===== config.mk =====
export PLATFORM = sky130hd
export DESIGN_NAME = nb_score_accumulator
export DESIGN_NICKNAME = d
export VERILOG_FILES = /design/src/rtl/nb_score_accumulator.sv
export SDC_FILE = /design/constraint.sdc
export NUM_CORES = 1
export LEC_CHECK = 0
export BUFFER_PORTS_ARGS = -buffer_cell sky130_fd_sc_hd__buf_2
export CORE_MARGIN = 2
export CORE_UTILIZATION = 55
export DETAILED_ROUTE_END_ITERATION = 8
export PLACE_DENSITY = 0.82
export SYNTH_ARGS = -nofsm -noshare
export SYNTH_HDL_FRONTEND = slang
export SYNTH_SLANG_ARGS = --single-unit

===== constraint.sdc =====
create_clock -name clk -period 6.6 [get_ports clk]
set_clock_uncertainty 0.05 [all_clocks]
set_input_delay 1.32 -clock clk [delete_from_list [all_inputs] [get_ports clk]]
set_output_delay 1.32 -clock clk [all_outputs]
set_load 0.02 [all_outputs]

===== src/rtl/nb_score_accumulator.sv =====
// Per-message saturating score accumulator for the ham/spam classifier.
// Sums per-word class products and presents the scores and decision through a valid/ready handshake.
module nb_score_accumulator #(
    parameter int PROD_W = 36,
    parameter int ACC_W  = 40,
    parameter int CNT_W  = 8
) (
    input  logic              clk,
    input  logic              rst_n,
    input  logic              in_valid,
    output logic              in_ready,
    input  logic              in_last,
    input  logic [PROD_W-1:0] ham_prod,
    input  logic [PROD_W-1:0] spam_prod,
    output logic              out_valid,
    input  logic              out_ready,
    output logic              out_is_spam,
    output logic [ACC_W-1:0]  out_ham_score,
    output logic [ACC_W-1:0]  out_spam_score,
    output logic [CNT_W-1:0]  out_word_cnt,
    output logic              out_sat
);

    // state    | meaning
    // ST_ACCUM | accepting beats, accumulating the current message
    // ST_DONE  | result frozen and offered downstream until out_ready
    typedef enum logic {
        ST_ACCUM = 1'b0,
        ST_DONE  = 1'b1
    } state_t;

    localparam logic [CNT_W-1:0] CNT_ONE = {{(CNT_W-1){1'b0}}, 1'b1};
    localparam logic [ACC_W-1:0] ACC_MAX = {ACC_W{1'b1}};

    state_t             state_q, state_d;
    logic [ACC_W-1:0]   ham_acc_q, ham_acc_d;
    logic [ACC_W-1:0]   spam_acc_q, spam_acc_d;
    logic [CNT_W-1:0]   cnt_q, cnt_d;
    logic               sat_q, sat_d;
    logic               is_spam_q, is_spam_d;
    logic               in_ready_q, in_ready_d;
    logic               out_valid_q, out_valid_d;

    logic [ACC_W:0]     ham_sum, spam_sum;
    logic [ACC_W-1:0]   ham_next, spam_next;
    logic               ham_clamp, spam_clamp, cnt_full;

    // One extra bit of sum width: its carry-out is exactly the overflow condition.
    always_comb begin
        ham_sum    = {1'b0, ham_acc_q}  + {{(ACC_W+1-PROD_W){1'b0}}, ham_prod};
        spam_sum   = {1'b0, spam_acc_q} + {{(ACC_W+1-PROD_W){1'b0}}, spam_prod};
        ham_clamp  = ham_sum[ACC_W];
        spam_clamp = spam_sum[ACC_W];
        ham_next   = ham_clamp  ? ACC_MAX : ham_sum[ACC_W-1:0];
        spam_next  = spam_clamp ? ACC_MAX : spam_sum[ACC_W-1:0];
        cnt_full   = &cnt_q;
    end

    always_comb begin
        state_d    = state_q;
        ham_acc_d  = ham_acc_q;
        spam_acc_d = spam_acc_q;
        cnt_d      = cnt_q;
        sat_d      = sat_q;
        is_spam_d  = is_spam_q;
        case (state_q)
            ST_ACCUM: begin
                if (in_valid) begin
                    ham_acc_d  = ham_next;
                    spam_acc_d = spam_next;
                    cnt_d      = cnt_full ? cnt_q : cnt_q + CNT_ONE;
                    sat_d      = sat_q | ham_clamp | spam_clamp | cnt_full;
                    if (in_last) begin
                        state_d   = ST_DONE;
                        is_spam_d = (spam_next > ham_next);
                    end
                end
            end
            ST_DONE: begin
                if (out_ready) begin
                    state_d    = ST_ACCUM;
                    ham_acc_d  = '0;
                    spam_acc_d = '0;
                    cnt_d      = '0;
                    sat_d      = 1'b0;
                    is_spam_d  = 1'b0;
                end
            end
            default: state_d = ST_ACCUM;
        endcase
        in_ready_d  = (state_d == ST_ACCUM);
        out_valid_d = (state_d == ST_DONE);
    end

    always_ff @(posedge clk or negedge rst_n) begin
        if (!rst_n) begin
            state_q     <= ST_ACCUM;
            ham_acc_q   <= '0;
            spam_acc_q  <= '0;
            cnt_q       <= '0;
            sat_q       <= 1'b0;
            is_spam_q   <= 1'b0;
            in_ready_q  <= 1'b1;
            out_valid_q <= 1'b0;
        end else begin
            state_q     <= state_d;
            ham_acc_q   <= ham_acc_d;
            spam_acc_q  <= spam_acc_d;
            cnt_q       <= cnt_d;
            sat_q       <= sat_d;
            is_spam_q   <= is_spam_d;
            in_ready_q  <= in_ready_d;
            out_valid_q <= out_valid_d;
        end
    end

    assign in_ready       = in_ready_q;
    assign out_valid      = out_valid_q;
    assign out_is_spam    = is_spam_q;
    assign out_ham_score  = ham_acc_q;
    assign out_spam_score = spam_acc_q;
    assign out_word_cnt   = cnt_q;
    assign out_sat        = sat_q;

endmodule


* Yosys cells after proc, flatten, opt, wreduce, memory -nomap -nowiden
Index checks and enable logic that the tools add are counted. W data, S select, Z words.
Word-level totals: flip-flop bits (word level) 92, output and inout port bits 92, logic and storage cells 45
Cells by class: add/sub/neg operators 3, magnitude comparators 1, equal/unequal tests 4, mux-type cells 21, bitwise logic cells 5, reduce and logical (&&, ||, !) cells 4
Operator list (count):
- $mux W40 | 5
- $pmux W40 S2 | 2
- $add A40 B36 Y41 | 2
- $gt A40 B40 Y1 | 1
- $mux W8 | 3
- $pmux W8 S2 | 1
- $add A8 B1 Y8 const B | 1
- $ne A2 B2 Y1 const B | 4
- $reduce_and A8 Y1 | 1
- $mux W1 | 7
- $pmux W1 S2 | 3
- $reduce_and A3 Y1 | 2
- $or A1 B1 Y1 | 3
- $not A1 Y1 | 2
- $reduce_and A2 Y1 | 1

* Logic depth before layout (Yosys ltp)
Gate-level depths: netlist of the first run.
word-level depth 6, depth in mapped cells 22, gate-level depth less buffers 21

* Worst setup path after synthesis of the first run
OpenSTA, ideal clock, no wires.
kind input -> register, start in spam_prod[0], end reg is_spam_q (netlist: out_is_spam), library setup time 0.126 ns, data arrival time 5.290 ns, slack 1.134 ns, stages 21, path buffers 1, cell sequence ha_1 -> fa_1 -> a211oi_1 -> o211ai_1 -> a211oi_1 -> nor2_1 -> o211a_1 -> or2_1 -> buf_6 -> nor4b_1 -> nor2_1 -> ha_1 -> a21o_1 -> a21o_1 -> a21oi_1 -> nor2_1 -> a2111oi_0 -> nor2_1 -> a211o_1 -> nor3_1 -> o31ai_1
Between the ends: cells in the longest elaborated chain, start to end 6
RTL lines:
- start: declaration | line 14 | input logic [PROD_W-1:0] spam_prod,
- $add A40 B36 Y41 | line 51 | spam_sum = {1'b0, spam_acc_q} + {{(ACC_W+1-PROD_W){1'b0}}, spam_prod};
- $mux W40 | line 55 | spam_next = spam_clamp ? ACC_MAX : spam_sum[ACC_W-1:0];
- $gt A40 B40 Y1 | line 75 | is_spam_d = (spam_next > ham_next);
- $mux W1 | line 73 | if (in_last) begin
- $mux W1 | line 68 | if (in_valid) begin
- $pmux W1 S2 | line 66 | case (state_q)
- end signal: assignment | line 111 | is_spam_q <= is_spam_d;
- end: declaration | line 40 | logic is_spam_q, is_spam_d;
No other way between the ends. The select of a mux whose other input is x is not followed. A chain may end at the register's enable or synchronous reset.

* Worst setup path in the final report of the first run
Ends and elaborated chain as after synthesis.

==> results of run 1 <==
==> cells in the mapped netlist, types with 9 or more instances <==
cell type,instances
a211oi_1,13
nor3_1,12
or3_1,9
nor2b_1,9
clkbuf_1,31
a21o_1,35
o21a_1,10
nand3_1,26
xor2_1,32
o31ai_1,11
xnor2_1,34
ha_1,113
nand2b_1,9
inv_1,18
nor2_1,87
nand4_1,25
o21ai_0,96
a21oi_1,117
nand2_1,142
o21bai_1,13
a22o_1,27
and3_1,11
dfrtp_1,91
==> worst max-delay path, stage by stage <==
cell and delay [ns]:
buf_2 0.10, ha_1 0.23, fa_1 0.43, a211oi_1 0.30, o211ai_1 0.21, a211oi_1 0.25, nor2_1 0.12, o211a_1 0.26
or2_1 0.39, nor4b_1 0.41, nor2_1 0.09, ha_1 0.30, a21o_1 0.19, a21o_1 0.17, a21oi_1 0.14, nor2_1 0.06
a2111oi_0 0.46, nor2_1 0.12, a211o_1 0.24, nor3_1 0.18, o31ai_1 0.09
==> path summary, 6_finish.rpt <==
| kind | start | to | slack [ns] | cells after the start |
|---|---|---|---|---|
| setup / recovery | spam_prod[0] | out_is_spam | 0.72 | 21 |
| hold / removal | out_sat | out_sat | 0.44 | 2 |
| setup reg to reg | out_spam_score[0] | out_is_spam | 1.35 | 20 |
| hold reg to reg | out_sat | out_sat | 0.44 | 2 |
| max in group asynchronous | rst_n | out_ham_score[39] | 4.48 | 2 |
| min in group asynchronous | rst_n | out_spam_score[6] | 0.81 | 1 |
==> stage by stage <==
stage	std cells	instance area [sq um]
after global placement	1435	9770
final	1451	10000
after global routing	1451	10000
after detailed placement	1435	9770
after CTS	1451	10000
after floorplan	1084	8760
==> flip-flops by register name (all words and copies together), names as in the netlist <==
name / flops
out_ham_score: 40
out_valid: 1
out_is_spam: 1
out_sat: 1
out_word_cnt: 8
out_spam_score: 40
in_ready: 1
==> routing by layer <==
metal / wire [microns] / GRT usage [%]
met1: 11900 / 44.5
met2: 11700 / 48.3
met3: 2190 / 4.22
met4: 493 / 9.99
met5: 0 / 0
==> placed cells by master, fill, tap and decap left out, drive strengths merged, types with 18 or more instances in the layout <==
master and count:
xor2 32, nand4 25, a21o 35, ha 113, dfrtp 91, xnor2 34
a22o 27, a21oi 120, inv 18, nor2 87, nand2 142, buf 177
o21ai 102, nand3 26
==> area by class of cell <==
class / instances / area (sq um) / area share [%]
well taps: 216 / 270 / 2.69
flip-flops and latches: 92 / 2300 / 22.9
repair buffers: 177 / 911 / 9.07
clock buffers: 10 / 229 / 2.28
inverters: 18 / 67.6 / 0.673
clock inverters: 6 / 41.3 / 0.411
multi-input cells: 932 / 6220 / 61.9
==> report_power, final <==
group | switching [mW] | internal [mW]
registers | 0.256 | 0.796
logic | 2.70 | 1.75
clock network | 0.244 | 0.255
==> logic make-up after synthesis <==
logic type / Yosys count
multiplexers: 9
adder cells (fa/ha/maj): 115
XOR/XNOR: 66
AND/OR/NAND/NOR: 356
AO/OA/AOI/OAI: 386
flip-flops: 92
buffers and inverters: 60
==> impl_metrics.tcl, run 1 <==
set metrics [dict create \
    dr.pass1.iters 5 \
    vdd_drop_max_uv 299 \
    synth_area_leader_cell "dfrtp_1" \
    diodes 0 \
    ctsHoldBuffers 0 \
    tns_ns 0 \
    leakagePower_nw 5.05 \
    chipWidth_microns 130 \
    max_slew_margin_pct 38.8 \
    total_power_mw 6.00 \
    cts-buffers-inserted 9 \
    drc 0 \
    finalWirelength_microns 26300 \
    synth.area.mux_share_pct 1.07 \
    status "complete, no violations" \
    clock_latency_ns 0.36 \
    drv_slew 0 \
    grt_pass1_wl_microns 41400 \
    crit_fanout 10 \
    cts_setup_buffers 0 \
    ios 169 \
    synthSimpleGateAreaFrac_pct 18.7 \
    place_congestion 0.965 \
    syn_inst 1084 \
    arrival_ns 6.07 \
    layout.nets 1422 \
    fin_crit_sh_pct 89.0 \
    ys_ff_latch 92 \
    synth_top_area_share_pct 26.0 \
    grt_remaining_overflow 0 \
    worst_pin_slew_ns 0.914 \
    core_sq_um 15700 \
    cp.required_ns 6.79 \
    synth.cell_area_sq_um 8760 \
    drtIter0Drc 966 \
    setup_slack_ns 0.724 \
    cts_resized 0 \
    grt_max_degree 68 \
    rsz0062_at_grt "no" \
    setup_violations 0 \
    start_util_pct 55.7 \
    layout-drive-gt1-share_pct 17.7 \
    hold_viol 0 \
    fill_cells 1406 \
    worstSetupEndpointType "flip-flop" \
    syn2layout_area_growth_pct 14.7 \
    synth_top_family_by_area "compound AO/OA/AOI/OAI gates" \
    cts_tree "done" \
    synth_nets 1276 \
    avgSynthCellArea_sq_um 8.08 \
    ys_seq_area_share_pct 26.3 \
    port_buffers 168 \
    dp_hpwl_microns 20200 \
    grt_pass1_vias 8228 \
    avgRoutedWirePerCell_microns 18.1 \
    hold_path.class "flip-flop to flip-flop" \
    vias 8993 \
    path_class "primary input to flip-flop" \
    fmax_ghz 0.170 \
    cts.sinks 92 \
    utilization_pct 63.9 \
    antenna_found_initial 0 \
    synthTopCellsByArea "dfrtp_1 (26%), ha_1 (16%), a21oi_1 (6.7%)" \
    synthAdderAreaFrac_pct 16.6 \
    power.density_nw_per_um2 597 \
    ys_warn_count 0 \
    vias_per_cell 6.20 \
    antenna_left 0 \
    path_clk_slew_ns 0.07 \
    cp-start-kind "primary input" \
    h-tree-depth 3 \
    fin_hold_ws_ns 0.436 \
    dieArea_sq_um 16900 \
    cts-root-buf "clkbuf_16" \
    maxCapViolations 0 \
    synth_compound_area_share_pct 27.9 \
    die_y_microns 130 \
    cts_buffer_depth 2 \
    ys_async_sr_fraction_pct 100 \
    grt_use_total_pct 31.0 \
    synth-xor-area-share_pct 6.60 \
    ys_types 67 \
    min_period_ns 5.88 \
    synth_edf_count 0 \
    synth-main-ff-cell "dfrtp_1" \
    preCtsSetupSlack_ns 0.484 \
    row_count 46 \
]
Note: power is estimated with default switching activity, not from simulation.
==> inputs of run 2 (changes only) <==
Settings changed: ABC_AREA from default to 1, PLACE_DENSITY 0.82 to 0.8.
==> impl_metrics.tcl, run 2 <==
set metrics [dict create \
    status "complete, no violations" \
    syn2layout_area_growth_pct 12.2 \
    fill_cells 2097 \
    cts.sinks 92 \
    tns_ns 0 \
    holdPathStages 2 \
    cts-root-buf "clkbuf_16" \
    ys_ff_latch 92 \
    place_congestion 1.03 \
    utilization_pct 63.1 \
    layout-drive-gt1-share_pct 11.8 \
    grt_remaining_overflow 0 \
    maxCapViolations 0 \
    synth_nets 2203 \
    ys_seq_area_share_pct 20.2 \
    vias_per_cell 5.33 \
    dieArea_sq_um 21900 \
    worstSetupEndpointType "flip-flop" \
    path_class "primary input to flip-flop" \
    antenna_found_initial 0 \
    synth.cell_area_sq_um 11400 \
    avgSynthCellArea_sq_um 5.67 \
    path_clk_slew_ns 0.09 \
    row_count 52 \
    ys_async_sr_fraction_pct 100 \
    ctsHoldBuffers 0 \
    dp_hpwl_microns 33600 \
    antenna_left 0 \
    preCtsSetupSlack_ns 1.01 \
    hold_end "out_spam_score[21]" \
    total_power_mw 6.48 \
    hold_path.class "flip-flop to flip-flop" \
    synth-main-ff-cell "dfrtp_1" \
    synth_top_area_share_pct 28.7 \
    finalWirelength_microns 40500 \
    cp-start-kind "primary input" \
    min_period_ns 5.27 \
    drc 0 \
    place_area_sq_um 12500 \
    start_util_pct 56.2 \
    power.density_nw_per_um2 506 \
    fin_area_sq_um 12800 \
    diodes 0 \
    fin_crit_sh_pct 79.9 \
    h-tree-depth 3 \
    ff2ff_setup_slack_ns 1.87 \
    ys_top_cells_by_count "nand2_1 (873), inv_1 (366), nor2_1 (178)" \
    hold_viol 0 \
    grt_pass1_vias 12262 \
    setup_slack_ns 1.33 \
    arrival_ns 5.50 \
    cts_setup_buffers 0 \
    rr_worst_depth 19 \
    die_y_microns 148 \
    cts_tree "done" \
    grt_pass1_wl_microns 63400 \
    yosysMostFrequentCell "nand2_1" \
    cts_resized 0 \
    synthTopCellsByArea "nand2_1 (29%), dfrtp_1 (20%), ha_1 (12%)" \
    synth_area_leader_cell "nand2_1" \
    grt_max_degree 55 \
    vias 13034 \
    ys_warn_count 0 \
    port_buffers 168 \
    cts-buffers-inserted 9 \
    crit_fanout 24 \
    drtIter0Drc 1112 \
    ios 169 \
    max_slew_margin_pct 16.6 \
    drv_slew 0 \
    synth_edf_count 0 \
    avgRoutedWirePerCell_microns 16.6 \
    layout.nets 2362 \
    ys_types 43 \
    dr.pass1.iters 5 \
    fmax_ghz 0.190 \
    cp.required_ns 6.82 \
    leakagePower_nw 8.16 \
    cts_buffer_depth 2 \
    worst_pin_slew_ns 1.25 \
    rsz0062_at_grt "no" \
    final_common_cell "nand2_1" \
    core_sq_um 20300 \
    vdd_drop_max_uv 256 \
    worstHoldStart "out_spam_score[21]" \
    chipWidth_microns 148 \
    syn_inst 2011 \
    setup_violations 0 \
    final_cell_mix "nand2_1 (872), inv_1 (366), nor2_1 (178)" \
    grt_use_total_pct 37.1 \
    regToRegEndpoint "out_is_spam" \
    rr_startpoint "out_spam_score[0]" \
    clock_latency_ns 0.37 \
]
[run 2: worst max-delay path: stages]
cell and delay (ns):
buf_2 0.10, ha_1 0.27, fa_1 0.48, nand3_1 0.14, nand3_2 0.12, nand2_1 0.08, nand3_1 0.15, nand3_1 0.15
nand3_2 0.23, inv_2 0.61, buf_4 0.31, nand3_1 0.14, ha_1 0.34, a21oi_1 0.15, o21ai_0 0.13, or2_2 0.31
a21oi_1 0.23, nand3_1 0.11, nand2_1 0.06, nand2_1 0.04
[run 2: cell families (layout without fill, tap and decap cells)]
| logic type | Yosys count | after routing | share of synthesized area, % |
|---|---|---|---|
| adders and majority gates | 115 | 115 | 12.7 |
| and+or+nand+nor | 1235 | 1235 | 44.5 |
| DFF | 92 | 92 | 20.2 |
| xor gates and xnor gates | 32 | 32 | 2.46 |
| AOI/OAI and AO/OA | 138 | 138 | 6.51 |
| buffers and inverters | 399 | 563 | 13.6 |
[run 2: metrics by stage]
stage                     std cells  hold slack [ns]
after floorplan                2011            0.560
after global placement         2429            0.435
after detailed placement       2429            0.444
after CTS                      2445            0.461
after global routing           2445            0.484
final                          2445            0.458
[run 2: layout make-up]
type	count	area, sq um	area share (%)
Clock buffer	9	225	1.76
Clock inverter	7	93.8	0.733
Inverter	374	1400	11.0
Multi-Input combinational cell	1520	7560	59.0
Sequential cell	92	2300	18.0
Tap cell	270	338	2.64
Timing Repair Buffer	173	881	6.88
[run 2: report_power, final]
group	internal [mW]	switching [mW]	leakage [nW]
Combinational	1.60	3.26	6.83
Sequential	0.786	0.231	1.17
Clock	0.306	0.295	0.153
[run 2: how the worst max path moves through the flow]
| stage | start | end |
|---|---|---|
| after detailed placement | spam_prod[0] | out_is_spam |
| after CTS | spam_prod[0] | out_is_spam |
| after floorplan | spam_prod[0] | out_is_spam |
| after global routing | spam_prod[0] | out_is_spam |
| after global placement | spam_prod[0] | out_is_spam |
| final | spam_prod[0] | out_is_spam |
[run 2: per-layer routing]
layer	vias to the layer above	global-route usage, %	part of all wire [%]
met2	564	63.4	47
met1	5881	47.3	41
met3	112	3.95	6.6
li1	6477	-	-
met5	-	0	0
met4	0	16.7	4.5
